File: src/rtl/stream_mux_pkg.sv
// Shared constants and helpers for the stream_mux_n family.
package stream_mux_pkg;

   localparam int MUX_MODE_FIXED = 0;
   localparam int MUX_MODE_RR    = 1;

   // Channel-index width, never narrower than one bit.
   function automatic int idx_width(input int n);
      return (n <= 2) ? 1 : $clog2(n);
   endfunction

endpackage

File: src/rtl/rr_arbiter.sv
// Round-robin arbiter: searches upward from a pointer with wrap-around and
// moves the pointer past the winner when i_adv is asserted.
module rr_arbiter
   import stream_mux_pkg::*;
#(
   parameter  int N_CH  = 2,
   localparam int SEL_W = idx_width(N_CH)
) (
   input  logic            clk,
   input  logic            rst,
   input  logic [N_CH-1:0] i_req,
   input  logic            i_adv,
   output logic [N_CH-1:0] o_grant
);

   logic [SEL_W-1:0] r_ptr;
   logic [SEL_W-1:0] w_next_ptr;
   logic             w_found;
   int               w_idx;

   // NOTE: every output of this block gets a default first, so no latch is inferred.
   always_comb begin
      o_grant    = '0;
      w_next_ptr = r_ptr;
      w_found    = 1'b0;
      w_idx      = 0;
      for (int k = 0; k < N_CH; k++) begin
         w_idx = (int'(r_ptr) + k) % N_CH;
         if (!w_found && i_req[w_idx]) begin
            w_found        = 1'b1;
            o_grant[w_idx] = 1'b1;
            w_next_ptr     = SEL_W'((w_idx + 1) % N_CH);
         end
      end
   end

   // NOTE: state registers use non-blocking assignments only.
   always_ff @(posedge clk) begin
      if (rst)        r_ptr <= '0;
      else if (i_adv) r_ptr <= w_next_ptr;
   end

endmodule

File: src/rtl/stream_mux_n.sv
// N-to-1 valid/ready stream mux with one registered output stage.
// Optional packet lock is enabled by defining STREAM_MUX_LOCK_EN.
module stream_mux_n
   import stream_mux_pkg::*;
#(
   parameter  int N_CH  = 2,
   parameter  int WIDTH = 8,
   parameter  int MODE  = MUX_MODE_FIXED,
   localparam int SEL_W = idx_width(N_CH)
) (
   input  logic                  clk,
   input  logic                  rst,
   input  logic [SEL_W-1:0]      sel,
   input  logic [N_CH-1:0]       in_valid,
   output logic [N_CH-1:0]       in_ready,
   input  logic [N_CH*WIDTH-1:0] in_data,
   input  logic [N_CH-1:0]       in_last,
   output logic                  out_valid,
   input  logic                  out_ready,
   output logic [WIDTH-1:0]      out_data,
   output logic [SEL_W-1:0]      out_ch,
   output logic                  out_last
);

   logic             r_out_valid;
   logic [WIDTH-1:0] r_out_data;
   logic [SEL_W-1:0] r_out_ch;
   logic             r_out_last;

   logic             w_load;
   logic             w_xfer;
   logic             w_xfer_last;
   logic [N_CH-1:0]  w_grant;
   logic [SEL_W-1:0] w_gnt_idx;
   logic [WIDTH-1:0] w_gnt_data;
   logic             w_locked;
   logic [N_CH-1:0]  w_lock_mask;

   assign w_load   = ~r_out_valid | out_ready;
   assign in_ready = (rst || !w_load) ? '0 : w_grant;
   assign w_xfer   = |(in_valid & in_ready);

   always_comb begin
      w_gnt_idx   = '0;
      w_gnt_data  = '0;
      w_xfer_last = 1'b0;
      for (int i = 0; i < N_CH; i++) begin
         if (w_grant[i]) begin
            w_gnt_idx   = SEL_W'(i);
            w_gnt_data  = in_data[i*WIDTH +: WIDTH];
            w_xfer_last = in_last[i];
         end
      end
   end

`ifdef STREAM_MUX_LOCK_EN
   logic             r_locked;
   logic [SEL_W-1:0] r_lock_ch;

   // A non-last beat pins the grant to its channel until the last beat moves.
   always_ff @(posedge clk) begin
      if (rst) begin
         r_locked  <= 1'b0;
         r_lock_ch <= '0;
      end else if (w_xfer) begin
         r_locked  <= ~w_xfer_last;
         r_lock_ch <= w_gnt_idx;
      end
   end

   assign w_locked = r_locked;
   always_comb begin
      w_lock_mask = '0;
      for (int i = 0; i < N_CH; i++) w_lock_mask[i] = (r_lock_ch == SEL_W'(i));
   end
`else
   assign w_locked    = 1'b0;
   assign w_lock_mask = '0;
`endif

   if (MODE == MUX_MODE_RR) begin : g_rr
      logic [N_CH-1:0] w_req;
      logic            w_adv;

      assign w_req = w_locked ? (in_valid & w_lock_mask) : in_valid;
`ifdef STREAM_MUX_LOCK_EN
      assign w_adv = w_xfer & w_xfer_last;
`else
      assign w_adv = w_xfer;
`endif

      rr_arbiter #(.N_CH(N_CH)) u_arb (
         .clk     (clk),
         .rst     (rst),
         .i_req   (w_req),
         .i_adv   (w_adv),
         .o_grant (w_grant)
      );
   end else begin : g_fixed
      logic [N_CH-1:0] w_sel_hot;

      // Out-of-range sel matches no channel, so it yields no grant.
      always_comb begin
         w_sel_hot = '0;
         for (int i = 0; i < N_CH; i++) w_sel_hot[i] = (sel == SEL_W'(i));
      end

      assign w_grant = (w_locked ? w_lock_mask : w_sel_hot) & in_valid;
   end

   // NOTE: data/channel registers are reset as well, since a cleared output is observable.
   always_ff @(posedge clk) begin
      if (rst) begin
         r_out_valid <= 1'b0;
         r_out_data  <= '0;
         r_out_ch    <= '0;
         r_out_last  <= 1'b0;
      end else if (w_load) begin
         r_out_valid <= w_xfer;
         if (w_xfer) begin
            r_out_data <= w_gnt_data;
            r_out_ch   <= w_gnt_idx;
            r_out_last <= w_xfer_last;
         end
      end
   end

   assign out_valid = r_out_valid;
   assign out_data  = r_out_data;
   assign out_ch    = r_out_ch;
   assign out_last  = r_out_last;

endmodule

File: config.mk
export PLATFORM = sky130hd
export DESIGN_NAME = stream_mux_n
export DESIGN_NICKNAME = d
export VERILOG_FILES = /design/src/rtl/stream_mux_pkg.sv /design/src/rtl/rr_arbiter.sv /design/src/rtl/stream_mux_n.sv
export SDC_FILE = /design/constraint.sdc
export NUM_CORES = 1
export LEC_CHECK = 0
export CORE_MARGIN = 5
export CORE_UTILIZATION = 40
export CTS_BUF_LIST = sky130_fd_sc_hd__clkbuf_4
export CTS_CLUSTER_SIZE = 25
export DETAILED_ROUTE_END_ITERATION = 12
export PLACE_DENSITY_LB_ADDON = 0.12
export SYNTH_ARGS = -nofsm -noshare
export SYNTH_HDL_FRONTEND = slang
export SYNTH_HIERARCHICAL = 1
export SYNTH_SLANG_ARGS = --single-unit
File: constraint.sdc
create_clock -name clk -period 3.46 [get_ports clk]
set_input_delay 0.346 -clock clk [delete_from_list [all_inputs] [get_ports clk]]
set_output_delay 0.346 -clock clk [all_outputs]
set_load 0.03 [all_outputs]
# Word-level counts from Yosys, hierarchy flattened
# Cells that the tools add are included.
[classes]
n_addsub = 0
n_mul = 0
n_div = 0
n_lt_le_gt_ge = 0
eq_ne = 0
n_shift = 0
n_mux = 6
bitwise_logic = 5
reduce_logical = 4
[ops]
columns = ["op", "count"]
rows = [
  ["$mux W8", 2],
  ["$and A2 B2 Y2", 2],
  ["$mux W1", 3],
  ["$mux W2", 1],
  ["$not A1 Y1", 2],
  ["$reduce_and A2 Y1", 1],
  ["$reduce_or A2 Y1", 1],
  ["$logic_not A1 Y1", 1],
  ["$logic_or A1 B1 Y1", 1],
  ["$or A1 B1 Y1", 1],
]
[totals]
reg_bits = 11
latch_bits = 0
ramBits = 0
mem_bits_ro = 0
inputBits = 24
out_inout_bits = 13
wordCells = 19
memories = 0

# Longest topological paths before layout
[logic_depth]
word_depth = 8
ltp_mapped = 6
depth_no_buf = 4

# Least setup slack after synthesis
# Ideal clock, no wire load.
[synth_path]
path_kind = "flip-flop to output port"
startpoint = "reg r_out_valid, in the netlist out_valid"
endpoint = "out in_ready[0]"
arrival_time_ns = 1.375
t_required_ns = 3.114
setup_slack_ns = 1.739
stages_incl_launch_ff = 3
n_path_buf = 0
path_cell_list = "dfxtp_1 and2b_2 nor3_1"
[synth_via]
elab_chain_cells = 5
[synth_lines]
columns = ["item", "line", "rtl"]
rows = [
  ["from (decl)", "stream_mux_n.sv:25", "logic r_out_valid;"],
  ["from (signal assigned)", "stream_mux_n.sv:119", "r_out_valid <= w_xfer;"],
  ["$not A1 Y1", "stream_mux_n.sv:39", "assign w_load = ~r_out_valid | out_ready;"],
  ["$or A1 B1 Y1", "stream_mux_n.sv:39", ""],
  ["$logic_not A1 Y1", "stream_mux_n.sv:40", "assign in_ready = (rst || !w_load) ? '0 : w_grant;"],
  ["$logic_or A1 B1 Y1", "stream_mux_n.sv:40", ""],
  ["$mux W2", "stream_mux_n.sv:40", ""],
  ["to (decl)", "stream_mux_n.sv:15", "output logic [N_CH-1:0] in_ready,"],
]
# Every way passes these cells.

# Worst setup path in the final report
[layout_path]
startpoint = "in rst"
endpoint = "out in_ready[1]"
[layout_via]
elab_chain_cells = 2
[layout_lines]
columns = ["item", "line", "rtl"]
rows = [
  ["from (decl)", "stream_mux_n.sv:12", "input logic rst,"],
  ["$logic_or A1 B1 Y1", "stream_mux_n.sv:40", ""],
  ["$mux W2", "stream_mux_n.sv:40", ""],
]
# Every way passes these cells.

==> flow_metrics.env <==
export IMPL_worstPathCellList="clkdlybuf4s50_1 -> nor3_1 -> clkdlybuf4s50_1"
export IMPL_synth_nets=96
export IMPL_setup_slack_ns=0.983
export IMPL_cts_made_buffers=3
export IMPL_grt_pass1_wl_microns=2650
export IMPL_hpwlAfterDp_microns=1160
export IMPL_endpoint_kind="output pin"
export IMPL_layout_nets=132
export IMPL_clk_latency_ns=0.27
export IMPL_worst_ep_required_time_ns=3.11
export IMPL_ys_warn_count=6
export IMPL_worstMarginPinSlew_ns=0.876
export IMPL_grt_util_met3_pct=3.98
export IMPL_avgViaCountPerCell=5.02
export IMPL_worst_path_max_delay_cell="clkdlybuf4s50_1"
export IMPL_p_total_w=0.000350
export IMPL_slew_headroom_pct=41.4
export IMPL_netlist_area_leader_share_pct=36.4
export IMPL_drv_max_cap_violation_count=0
export IMPL_cts_hold_buf=0
export IMPL_post_drt_wl_per_cell_microns=12.4
export IMPL_hold_viol=0
export IMPL_htree_num_levels=1
export IMPL_ys_top_cells_by_area="dfxtp_1, a211oi_2, nor2_1, a21oi_1, nand2_1"
export IMPL_grt_max_degree=20
export IMPL_area_delta_synth_final_pct=61.9
export IMPL_die_y_microns=48.9
export IMPL_vdd_drop_max_mv=0.265
export IMPL_synth_avg_cell_area_sq_um=8.39
export IMPL_cts_tree="yes"
export IMPL_final_util_pct=66.5
export IMPL_drtAntennaViolNets=0
export IMPL_dieWidth_microns=48.9
export IMPL_grt_busiest_layer="met2"
export IMPL_p_per_area_nw_per_um2=358
export IMPL_remaining_drc_errors=0
export IMPL_rows=14
export IMPL_crit_path_max_incr_delay_ns=0.76
export IMPL_crit_top_cell="clkdlybuf4s50_1"
export IMPL_synth_top_area_cell="dfxtp_1"
export IMPL_fmax_ghz=0.404
export IMPL_status="complete, no violations"
export IMPL_gr_usage_met2_pct=25.2
export IMPL_start_kind="primary input"
export IMPL_whs_path_depth=2
export IMPL_dr_pass1_iters=3
export IMPL_post_cts_resized=0
export IMPL_antenna_found_initial=0
export IMPL_final_instance_count_excl_fill=123
export IMPL_ys_types=20
export IMPL_rsz0062_at_grt="false"
export IMPL_yosysSeqAreaShare_pct=36.4
export IMPL_root_buffer="clkbuf_4"
export IMPL_clk_pin_slew_ns=0.08
export IMPL_drive_gt1_share_pct=15.9
export IMPL_period_share_pct=71.6
export IMPL_synth_area_sq_um=604
export IMPL_grt_overflow_total=0
export IMPL_grt_pass1_vias=648
export IMPL_grt_util_all_layers_pct=13.7
export IMPL_portBuffers=36
export IMPL_clk_path_buf_depth=2
export IMPL_setup_tns_ns=0
export IMPL_period_needed_ns=2.48
export IMPL_die_area_sq_um=2390
export IMPL_cts_setup_buffers=0
export IMPL_reg2regPathDepth=4
export IMPL_hold_class="flop to flop"
export IMPL_num_fill_cells=145
export IMPL_cp_arrival_ns=2.13
export IMPL_clkSinkCount=11
export IMPL_critPathKind="primary input to output pin"
export IMPL_drv_slew=0
export IMPL_dr_total_vias=617
export IMPL_clock_skew_ns=0.00357
export IMPL_crit_fanout=14
export IMPL_start_util_pct=41.1
export IMPL_diodes=0
export IMPL_pre_cts_ws_ns=0.950
export IMPL_leakage_nw=0.353
export IMPL_core_sq_um=1470
export IMPL_placed_cells=119
export IMPL_synthCells=72
export IMPL_drt_iter0_markers=3
export IMPL_gr_usage_met1_pct=13.8
export IMPL_wirelength_microns=1530
export IMPL_setup_violations=0
export IMPL_ios=37
export IMPL_place_congestion=0.667
export IMPL_ys_ff_latch=11
power by group:
group	internal, W	total, W	switching (W)	leakage (nW)
clock	0.0000525	0.0000991	0.0000466	0.0184
combinational	0.0000552	0.000111	0.0000556	0.244
sequential	0.000136	0.000140	0.00000426	0.0905
total	0.000243	0.000350	0.000106	0.353
flip-flops by register name, indices dropped and copies added, names as in the netlist:
register,flops
out_data,8
out_valid,1
out_last,1
out_ch,1
synthesized netlist by cell type (all sizes together):
library cell  number
nor3               2
a22oi              2
o21ai              2
inv                1
buf                3
and2               1
clkbuf             2
dfxtp             11
nor2b              1
a211oi            10
nand2              8
and2b              1
nand2b             1
a21oi              8
nor2              19
cell type report:
class                           instances  area [sq um]  area share, %
Inverter                                1          3.75          0.384
Multi-Input combinational cell         55           344           35.2
Sequential cell                        11           220           22.5
Timing Repair Buffer                   36           360           36.8
Tap cell                               16          20.0           2.05
Clock buffer                            4          30.0           3.07
final timing paths:
check | startpoint | end | slack (ns)
max | rst | in_ready[1] | 0.98
min | out_ch$_SDFFE_PP0P_ | out_ch$_SDFFE_PP0P_ | 0.49
max reg2reg | out_valid$_SDFFE_PP0P_ | out_data[2]$_SDFFE_PP0P_ | 1.78
min reg2reg | out_ch$_SDFFE_PP0P_ | out_ch$_SDFFE_PP0P_ | 0.49
layout by cell type, fill, tap and decap left out:
master,count
and2_1,1
and2b_2,1
nand2b_4,1
a211oi_2,8
o21ai_0,2
a211oi_4,1
nor2_1,17
nand2_1,8
nor2b_1,1
inv_1,1
clkdlybuf4s50_1,36
a22oi_1,2
a211oi_1,1
a21oi_1,8
clkbuf_4,4
nor3_1,2
dfxtp_1,11
nor2_2,2
stage by stage:
stage	cell area [sq um]	hold WS, ns
after floorplan	604	0.419
after global placement	948	0.474
after detailed placement	948	0.484
after CTS	978	0.493
after global routing	978	0.528
final	978	0.489
critical path: cells and delay by family:
| kind | cells | cell delay (ns) |
|---|---|---|
| buffers and inverters | 2 | 1.47 |
| and+or+nand+nor | 1 | 0.31 |
layer usage:
| metal | routed length (microns) | part of all wire [%] |
|---|---|---|
| met1 | 658 | 43 |
| met2 | 747 | 49 |
| met3 | 98 | 6.4 |
| met4 | 26 | 1.7 |
| met5 | 0 | 0 |
cells by family after synthesis:
group	after synthesis	synth area share [%]
AO/OA/AOI/OAI	22	31.9
buffers and inverters	6	6.62
flip-flops	11	36.4
AND/OR/NAND/NOR	33	25.1
Note: power is estimated with default switching activity, not from simulation.
